File: src/rtl/mem_stream_host.sv
// Memory-side streaming host. It reads activation and weight words from external memory,
// streams them to the chip, and writes the chip outputs back. MEM_STREAM_BW_COUNT_EN adds bandwidth counters.

module mem_stream_fifo #(
  parameter int W = 128
) (
  input  logic         clk,
  input  logic         rst_in,
  input  logic         push,
  input  logic [W-1:0] push_data,
  input  logic         pop,
  output logic         valid,
  output logic [W-1:0] head,
  output logic [1:0]   count
);
  logic [1:0][W-1:0] mem;
  logic              rd_ptr, wr_ptr;

  always_ff @(posedge clk) begin
    if (rst_in) begin
      mem    <= '0;
      rd_ptr <= 1'b0;
      wr_ptr <= 1'b0;
      count  <= 2'd0;
    end else begin
      if (push) begin
        mem[wr_ptr] <= push_data;
        wr_ptr      <= ~wr_ptr;
      end
      if (pop) rd_ptr <= ~rd_ptr;
      count <= count + 2'(push) - 2'(pop);
    end
  end

  assign valid = (count != 2'd0);
  assign head  = valid ? mem[rd_ptr] : '0;
endmodule

module mem_stream_host #(
  parameter int MEM_BW          = 128,
  parameter int ADDR_WIDTH      = 16,
  parameter int NB_ACT_WORDS    = 256,
  parameter int NB_WEIGHT_WORDS = 36,
  parameter int NB_OUT_WORDS    = 256
) (
  input  logic                  clk,
  input  logic                  rst_in,
  input  logic                  host_start,
  input  logic [ADDR_WIDTH-1:0] act_base,
  input  logic [ADDR_WIDTH-1:0] wt_base,
  input  logic [ADDR_WIDTH-1:0] out_base,
  output logic                  host_done,
  output logic                  out_overflow,
  output logic                  mem_rd_en,
  output logic [ADDR_WIDTH-1:0] mem_rd_addr,
  input  logic [MEM_BW-1:0]     mem_rd_data,
  output logic                  mem_wr_en,
  output logic [ADDR_WIDTH-1:0] mem_wr_addr,
  output logic [MEM_BW-1:0]     mem_wr_data,
  output logic [MEM_BW-1:0]     activations_output,
  output logic                  activations_valid,
  input  logic                  activations_ready,
  output logic [MEM_BW-1:0]     weights_output,
  output logic                  weights_valid,
  input  logic                  weights_ready,
  input  logic [MEM_BW-1:0]     chip_out,
  input  logic                  chip_output_valid,
  output logic                  chip_start,
`ifdef MEM_STREAM_BW_COUNT_EN
  output logic [31:0]           bw_rd_words,
  output logic [31:0]           bw_wr_words,
`endif
  input  logic                  chip_running
);
  localparam int NS     = 2;  // stream 0 = activations, 1 = weights
  localparam int NB_MAX = (NB_ACT_WORDS > NB_WEIGHT_WORDS) ? NB_ACT_WORDS : NB_WEIGHT_WORDS;
  localparam int IW     = $clog2(NB_MAX + 1);
  localparam int OW     = $clog2(NB_OUT_WORDS + 1);
  localparam logic [NS-1:0][IW-1:0] NB_RD = {IW'(NB_WEIGHT_WORDS), IW'(NB_ACT_WORDS)};

  typedef enum logic [1:0] {IDLE, START, RUN, DONE} state_t;

  state_t                         state, state_nxt;
  logic [NS-1:0][ADDR_WIDTH-1:0]  rd_base;
  logic [ADDR_WIDTH-1:0]          out_base_q;
  logic [NS-1:0][IW-1:0]          rd_idx;
  logic                           rd_inflight, rd_tag, rr_pref;
  logic [OW-1:0]                  out_cnt;
  logic [NS-1:0]                  elig, rd_left, inflight, push, pop, fvld, rdy;
  logic [NS-1:0][1:0]             fcnt;
  logic [NS-1:0][MEM_BW-1:0]      fhead;
  logic                           rd_gnt, accept, rd_phase, streams_done, wr_ok;

  assign accept   = (state == IDLE) && host_start;
  assign rd_phase = (state == START) || (state == RUN);
  assign rdy      = {weights_ready, activations_ready};

  for (genvar s = 0; s < NS; s++) begin : g_stream
    mem_stream_fifo #(.W(MEM_BW)) u_fifo (
      .clk       (clk),
      .rst_in    (rst_in),
      .push      (push[s]),
      .push_data (mem_rd_data),
      .pop       (pop[s]),
      .valid     (fvld[s]),
      .head      (fhead[s]),
      .count     (fcnt[s])
    );
  end

  // A stream may not have more than two words buffered or in flight.
  always_comb begin
    rd_left  = '0;
    inflight = '0;
    push     = '0;
    pop      = '0;
    elig     = '0;
    for (int s = 0; s < NS; s++) begin
      rd_left[s]  = (rd_idx[s] != NB_RD[s]);
      inflight[s] = rd_inflight && (rd_tag == 1'(s));
      push[s]     = inflight[s];
      pop[s]      = fvld[s] && rdy[s];
      elig[s]     = rd_phase && rd_left[s] && (({1'b0, fcnt[s]} + {2'b0, inflight[s]}) < 3'd2);
    end
  end

  assign rd_gnt       = (&elig) ? rr_pref : elig[1];
  assign mem_rd_en    = |elig;
  assign mem_rd_addr  = mem_rd_en ? rd_base[rd_gnt] + ADDR_WIDTH'(rd_idx[rd_gnt]) : '0;
  assign streams_done = ~|rd_left && !rd_inflight && ~|fvld;

  assign activations_output = fhead[0];
  assign activations_valid  = fvld[0];
  assign weights_output     = fhead[1];
  assign weights_valid      = fvld[1];

  assign wr_ok       = rd_phase && chip_output_valid && (out_cnt != OW'(NB_OUT_WORDS));
  assign mem_wr_en   = wr_ok;
  assign mem_wr_addr = wr_ok ? out_base_q + ADDR_WIDTH'(out_cnt) : '0;
  assign mem_wr_data = wr_ok ? chip_out : '0;

  always_ff @(posedge clk) begin
    if (rst_in) state <= IDLE;
    else        state <= state_nxt;
  end

  always_comb begin
    state_nxt = state;
    case (state)
      IDLE:    if (host_start) state_nxt = START;
      START:   state_nxt = RUN;
      RUN:     if (streams_done && (out_cnt == OW'(NB_OUT_WORDS)) && !chip_running) state_nxt = DONE;
      DONE:    state_nxt = IDLE;
      default: state_nxt = IDLE;
    endcase
  end

  always_comb begin
    chip_start = (state == START);
    host_done  = (state == DONE);
  end

  always_ff @(posedge clk) begin
    if (rst_in) begin
      rd_base      <= '0;
      out_base_q   <= '0;
      rd_idx       <= '0;
      rd_inflight  <= 1'b0;
      rd_tag       <= 1'b0;
      rr_pref      <= 1'b1;
      out_cnt      <= '0;
      out_overflow <= 1'b0;
    end else begin
      rd_inflight <= mem_rd_en;
      rd_tag      <= rd_gnt;
      if (accept) begin
        rd_base      <= {wt_base, act_base};
        out_base_q   <= out_base;
        rd_idx       <= '0;
        rr_pref      <= 1'b1;
        out_cnt      <= '0;
        out_overflow <= 1'b0;
      end
      if (mem_rd_en) begin
        rd_idx[rd_gnt] <= rd_idx[rd_gnt] + IW'(1);
        rr_pref        <= ~rd_gnt;
      end
      if (wr_ok) out_cnt <= out_cnt + OW'(1);
      else if (rd_phase && chip_output_valid) out_overflow <= 1'b1;
    end
  end

`ifdef MEM_STREAM_BW_COUNT_EN
  logic [32:0] bw_rd_sum, bw_wr_sum;
  assign bw_rd_sum = {1'b0, bw_rd_words} + 33'(pop[0]) + 33'(pop[1]);
  assign bw_wr_sum = {1'b0, bw_wr_words} + 33'(wr_ok);

  always_ff @(posedge clk) begin
    if (rst_in || accept) begin
      bw_rd_words <= '0;
      bw_wr_words <= '0;
    end else begin
      bw_rd_words <= bw_rd_sum[32] ? '1 : bw_rd_sum[31:0];
      bw_wr_words <= bw_wr_sum[32] ? '1 : bw_wr_sum[31:0];
    end
  end
`endif
endmodule

File: config.mk
export PLATFORM = sky130hd
export DESIGN_NAME = mem_stream_host
export DESIGN_NICKNAME = d
export VERILOG_FILES = /design/src/rtl/mem_stream_host.sv
export SDC_FILE = /design/constraint.sdc
export NUM_CORES = 2
export LEC_CHECK = 0
export ABC_AREA = 1
export BUFFER_PORTS_ARGS = -buffer_cell sky130_fd_sc_hd__buf_2
export CAP_MARGIN = 20
export CELL_PAD_IN_SITES_DETAIL_PLACEMENT = 1
export CELL_PAD_IN_SITES_GLOBAL_PLACEMENT = 2
export CORE_MARGIN = 1.5
export CORE_UTILIZATION = 30
export DETAILED_ROUTE_END_ITERATION = 16
export GPL_ROUTABILITY_DRIVEN = 0
export MAX_ROUTING_LAYER = met4
export PLACE_DENSITY = 0.82
export SYNTH_ARGS = -nofsm -noshare
export SYNTH_HDL_FRONTEND = slang
export SYNTH_HIERARCHICAL = 1
export SYNTH_SLANG_ARGS = --single-unit
File: constraint.sdc
create_clock -name clk -period 9.3 [get_ports clk]
set_clock_uncertainty 0.05 [all_clocks]
set_input_delay 1.86 -clock clk [delete_from_list [all_inputs] [get_ports clk]]
set_output_delay 1.86 -clock clk [all_outputs]
set_load 0.01 [all_outputs]
Yosys cells after proc, flatten, opt, wreduce, memory -nomap -nowiden. Cells that the tools add are included.

Input port bits: 311. Bits in writable memories: 0. Bits in latches: 0. ROM bits: 0. Word-level logic and storage cells: 125. Output and inout port bits: 423. Flip-flop bits (word level): 601. Memories: 0.

Magnitude comparators: 10. Add/sub/neg operators: 10. Eq/ne operators: 9. Bitwise logic cells: 6. Multiplexer cells: 36. Reduce and logical (&&, ||, !) cells: 33. Divide/modulo/power cells: 0. $mul: 0. Shift-type cells: 0.

Operator list (number): 128-bit 2-to-1 mux (9); 256-bit bitwise mux (2); 128-bit demux with 1-bit select (2); 16-bit 2-to-1 mux (4); 18-bit 2-to-1 mux (3); 9-bit 2-to-1 mux (5); 16-bit by 9-bit adder with 16-bit output (2); 9-bit by 1-bit adder with 9-bit output, second input constant (2); 18-bit bitwise mux (1); 1-bit logical AND (18); 9-bit inequality test, second input constant (2); 1-bit by 2-bit < comparator with 1-bit output, second input constant (5); 9-bit demux with 1-bit select (1); 9-bit equality test, second input constant (1); 9-bit by 6-bit inequality test with 1-bit output, second input constant (1); 2-bit one-hot mux with 4 select lines (1); 2-bit nonzero test (4); 2-bit by 1-bit adder with 3-bit output (2); 3-bit by 2-bit < comparator with 1-bit output, second input constant (2); 1-bit 2-to-1 mux (6); 1-bit NOT (6); 2-bit OR reduction (3); 2-bit by 1-bit adder with 2-bit output (2); 2-bit equality test, second input constant (2); 10 further kinds (18).

Logic depth before layout (Yosys ltp).
Depth in word-level cells: 13. Depth in mapped cells: 23. Gate-level depth less buffers: 22.

Hierarchy. The synthesis kept the hierarchy.

By module, submodules not included: mem_stream_fifo (sequential area each 5205.0 µm², instances 2, cells each 1565, area each 10859.2 µm²); mem_stream_host (sequential area each 1621.6 µm², instances 1, cells each 1060, area each 6164.7 µm²).

Worst setup path after synthesis. No wires, ideal clock.

Kind: register to output. Start point: register state[0]. End point: output mem_rd_addr[12]. Arrival: 2986 ps. Slack: 4404 ps. Stages on the path, launching flop included: 23. Buffers on the path: 2. Required time: 7390 ps. Cell sequence: dfxtp_1 -> inv_1 -> ha_1 -> inv_2 -> nor2_1 -> nand2_1 -> nor2_4 -> nand2_8 -> buf_6 -> clkbuf_1 -> nand2_1 -> nand2_1 -> ha_1 -> fa_1 -> nand2_1 -> inv_1 -> nand2_2 -> nand2_1 -> nand2_1 -> nand2_1 -> nand3_1 -> nand2_1 -> nor2_1.

Longest elaborated chain between the ends: 10. Elaborated cells between the ends (all ways): 16. Classes of those cells: add/sub: 1; eq/ne: 2; mux: 6; reduce/logical: 7.

Ends and longest elaborated chain: from (decl) (RTL line 83) `state_t state, state_nxt;`; from (signal assigned) (RTL line 144) `else state <= state_nxt;`; 2-bit by 1-bit equality test with 1-bit output or 2-bit equality test (tied branches) (RTL line 95) `assign rd_phase = (state == START) || (state == RUN);`; 1-bit logical OR (*) (RTL line 95); 1-bit logical AND (2 in series) (RTL line 123) `elig[s] = rd_phase && rd_left[s] && (({1'b0, fcnt[s]} + {2'b0, inflight[s]}) < 3'd2);`; 2-bit AND reduction (RTL line 127) `assign rd_gnt = (&elig) ? rr_pref : elig[1];`; 1-bit 2-to-1 mux (RTL line 127); 16-bit 2-to-1 mux (implied by the code) or 9-bit 2-to-1 mux (tied branches) (2 in series) (RTL line 129) `assign mem_rd_addr = mem_rd_en ? rd_base[rd_gnt] + ADDR_WIDTH'(rd_idx[rd_gnt]) : '0;`; 16-bit by 9-bit adder with 16-bit output (RTL line 129); 16-bit 2-to-1 mux (*) (RTL line 129); to (decl) (RTL line 55) `output logic [ADDR_WIDTH-1:0] mem_rd_addr,`.

Every way passes the cells marked *; elsewhere a longest branch is shown, timed or not. The select of a mux whose other input is x is not followed.

Worst setup path in the final report. Ends and elaborated chain as after synthesis.

==> results.sh <==
export IMPL_status="complete, no violations"
export IMPL_r2r_start="state[0]"
export IMPL_fin_setup_tns_ns=0
export IMPL_p_per_area_mw_per_mm2=307
export IMPL_finalMaxSlewViolations=0
export IMPL_wl_met1_um=50600
export IMPL_multiInputGateArea_mm2=0.0134
export IMPL_htree_num_levels=3
export IMPL_cpMaxStageDelayCell="fa_1"
export IMPL_synthArstFlopShare_pct=0
export IMPL_whs_path_depth=2
export IMPL_p_leak_uw=0.0150
export IMPL_top_layer="met4"
export IMPL_finalSetupViolCount=0
export IMPL_cp_data_arrival_time_ns=4.44
export IMPL_ios=734
export IMPL_worst_pin_slew_ns=1.17
export IMPL_syn_mean_instance_area_um2=6.65
export IMPL_vias=28800
export IMPL_crit_family="simple AND/OR/NAND/NOR gates"
export IMPL_wl_per_cell_um=19.1
export IMPL_met3_length_um=6130
export IMPL_worstHoldStart="rd_base[11]"
export IMPL_dieHeight_um=308
export IMPL_fmax_ghz=0.158
export IMPL_reg2reg_depth=17
export IMPL_fp_dieW_um=308
export IMPL_cts_root_buf="clkbuf_16"
export IMPL_antenna_found_initial=23
export IMPL_path_cells="inv_1 -> ha_1 -> inv_2 -> nor2_1 -> nand2_1 -> nor2_4 -> nand2_8 -> inv_2 -> o21ai_1 -> ha_1 -> fa_1 -> nand2_1 -> inv_1 -> nand2_2 -> nand2_1 -> nand2_1 -> nand2_1 -> nand3_1 -> nand2_1 -> nor2_1 -> buf_2"
export IMPL_min_to="rd_base[11]"
export IMPL_vias_per_cell=4.76
export IMPL_relSlewSlack_pct=21.9
export IMPL_start_util_pct=30.3
export IMPL_nets=5076
export IMPL_hold_path_class="reg -> reg"
export IMPL_clk_latency_ns=0.62
export IMPL_path_max_fanout=46
export IMPL_syn_cell_area_mm2=0.0279
export IMPL_synth_seq_cells=601
export IMPL_synth_cells=4190
export IMPL_cp_end_kind="output pin"
export IMPL_crit_buf_inv=5
export IMPL_firstDrtPassIters=6
export IMPL_cp_start_kind="flip-flop"
export IMPL_grt_max_degree=102
export IMPL_path_common_cell="nand2_1"
export IMPL_grt_pass1_wl_um=174000
export IMPL_r2r_end="rd_idx[8]"
export IMPL_core_area_mm2=0.0919
export IMPL_drt_total_wl_um=115000
export IMPL_fin_crit_sh_pct=68.3
export IMPL_cts_made_buffers=72
export IMPL_hold_buffers=0
export IMPL_clock_sink_count=601
export IMPL_cpPeakStageDelay_ns=0.45
export IMPL_cts_resized_gates=0
export IMPL_ir_drop_uv=168
export IMPL_postRouteAntennaNets=0
export IMPL_crit_type="reg -> out"
export IMPL_fill_cells=12000
export IMPL_grt_pass1_vias=28900
export IMPL_r2r_slack_ns=5.77
export IMPL_synth_fp_nets=4533
export IMPL_ys_types=45
export IMPL_seqCellArea_mm2=0.0120
export IMPL_io_buffers=733
export IMPL_yosysTopAreaCell="dfxtp_1"
export IMPL_globalRouteTotalUtil_pct=24.3
export IMPL_clk_path_buf_depth=3
export IMPL_cts_tree="built"
export IMPL_cts_setup_buffers=0
export IMPL_worstPathRequired_ns=7.39
export IMPL_min_period_ns=6.35
export IMPL_layout_drive_gt1_share_pct=19.5
export IMPL_final_util_pct=37.4
export IMPL_yosysWarnings=6
export IMPL_overflow=0
export IMPL_ys_top_cells_by_area="dfxtp_1 43%, nor2_1 17%, o21ai_0 10%"
export IMPL_hold_viol=0
export IMPL_synth_flop_cell="dfxtp_1"
export IMPL_synth_edf_count=0
export IMPL_drtIter0Drc=1373
export IMPL_hpwl_um=74700
export IMPL_rsz0062_at_grt="no"
export IMPL_seq_area_frac_synth_pct=43.2
export IMPL_drv_cap=0
export IMPL_wl_met2_um=56300
export IMPL_syn_to_final_growth_pct=23.3
export IMPL_netlist_area_leader_share_pct=43.2
export IMPL_clkTransAtPathRegs_ns=0.06
export IMPL_num_rows=111
export IMPL_die_area_mm2=0.0948
export IMPL_drc_errors=0
## cells in the mapped netlist, types with 2 or more instances
master / number
o21bai_1: 3
clkbuf_2: 28
a21oi_1: 323
o2111ai_1: 2
a211oi_1: 6
dfxtp_1: 601
nand2_1: 674
clkbuf_1: 59
nand3_2: 2
inv_1: 221
buf_4: 14
buf_1: 5
nor2_2: 6
inv_2: 12
nor2_4: 2
a32o_1: 2
o21ai_0: 572
o21ai_1: 26
buf_2: 160
o21ai_2: 3
nor3_1: 12
nor2_1: 1295
xor2_1: 6
fa_1: 2
nand3_1: 45
xnor2_1: 3
buf_6: 31
a31oi_1: 3
nand4_1: 3
ha_1: 30
nand2_2: 15
o31ai_1: 2
a221oi_1: 3
nand3b_1: 8
## report_power, final
part           internal (µW)  switching (µW)  total [µW]
Combinational           1210            2990        4200
Clock                   1800            1210        3010
Sequential              3080             285        3360
## metrics by stage
stage	power, µW	hold WS, ns	cells	cell area [µm²]	setup WS (ns)
after floorplan	6150	0.380	4190	27900	4.40
after global placement	7600	0.402	5900	31800	3.70
after detailed placement	7670	0.399	5901	31800	3.59
after CTS	10700	0.413	6028	34300	2.89
after global routing	11300	0.440	6045	34400	2.50
final	10600	0.408	6046	34400	2.95
## registers in the layout, summed over array words and instances, names as in the netlist, 2 cells and up
register,count
g_stream.u_fifo/mem,512
rd_base,32
rd_idx,18
out_base_q,16
out_cnt,9
g_stream.u_fifo/count,4
g_stream.u_fifo/rd_ptr,2
g_stream.u_fifo/wr_ptr,2
state,2
## layout make-up
cell class,instances,area share [%]
multi-input cells,3059,38.9
clock inverters,28,1.29
clock buffers,99,6.03
flip-flops and latches,601,35.0
diodes,17,0.124
repair buffers,766,11.5
inverters,233,2.62
well taps,1243,4.52
## worst min-delay path: cells and delay by family, from the launching register on
kind                   cells  cell delay [ns]
AO/OA/AOI/OAI              1             0.06
buffers and inverters      1             0.06
flip-flops                 1             0.30
## metal layers
layer  GRT usage, %  vias to the layer above
met4           5.89                        0
met2           42.1                      631
li1               -                    14400
met3           4.43                      133
met5              -                        -
met1           29.0                    13700
## placed cells by master, fill, tap and decap left out, drive strengths merged, types with 8 or more instances in the layout
master and instances:
nor2 1303, buf 766, nand2 690, o21ai 602
dfxtp 601, a21oi 324, inv 237, clkbuf 99
nand3 48, ha 30, diode 17, nor3 13
clkinv 13, nand3b 8, bufinv 8
## worst max-delay path by stage
stage / start / end / slack [ns] / cells past startpoint
after global routing: state[0] / mem_rd_addr[8] / 2.50 / 21
after global placement: state[0] / mem_rd_addr[12] / 3.70 / 21
after CTS: state[0] / mem_rd_addr[6] / 2.89 / 19
final: state[0] / mem_rd_addr[12] / 2.95 / 21
after detailed placement: state[0] / mem_rd_addr[6] / 3.59 / 19
after floorplan: state[0] / mem_rd_addr[12] / 4.40 / 22
## cells by family (layout without fill, tap and decap cells)
family	after synthesis	count (layout)	synth area share [%]
and+or+nand+nor	2068	2068	28.7
AOI/OAI and AO/OA	949	949	17.4
DFF	601	601	43.2
buffers and inverters	530	1126	9.00
adders and majority gates	32	32	1.49
xor gates and xnor gates	9	9	0.283
muxes	1	1	0.0359
other	0	17	0
(Power assumes the default switching activity.)
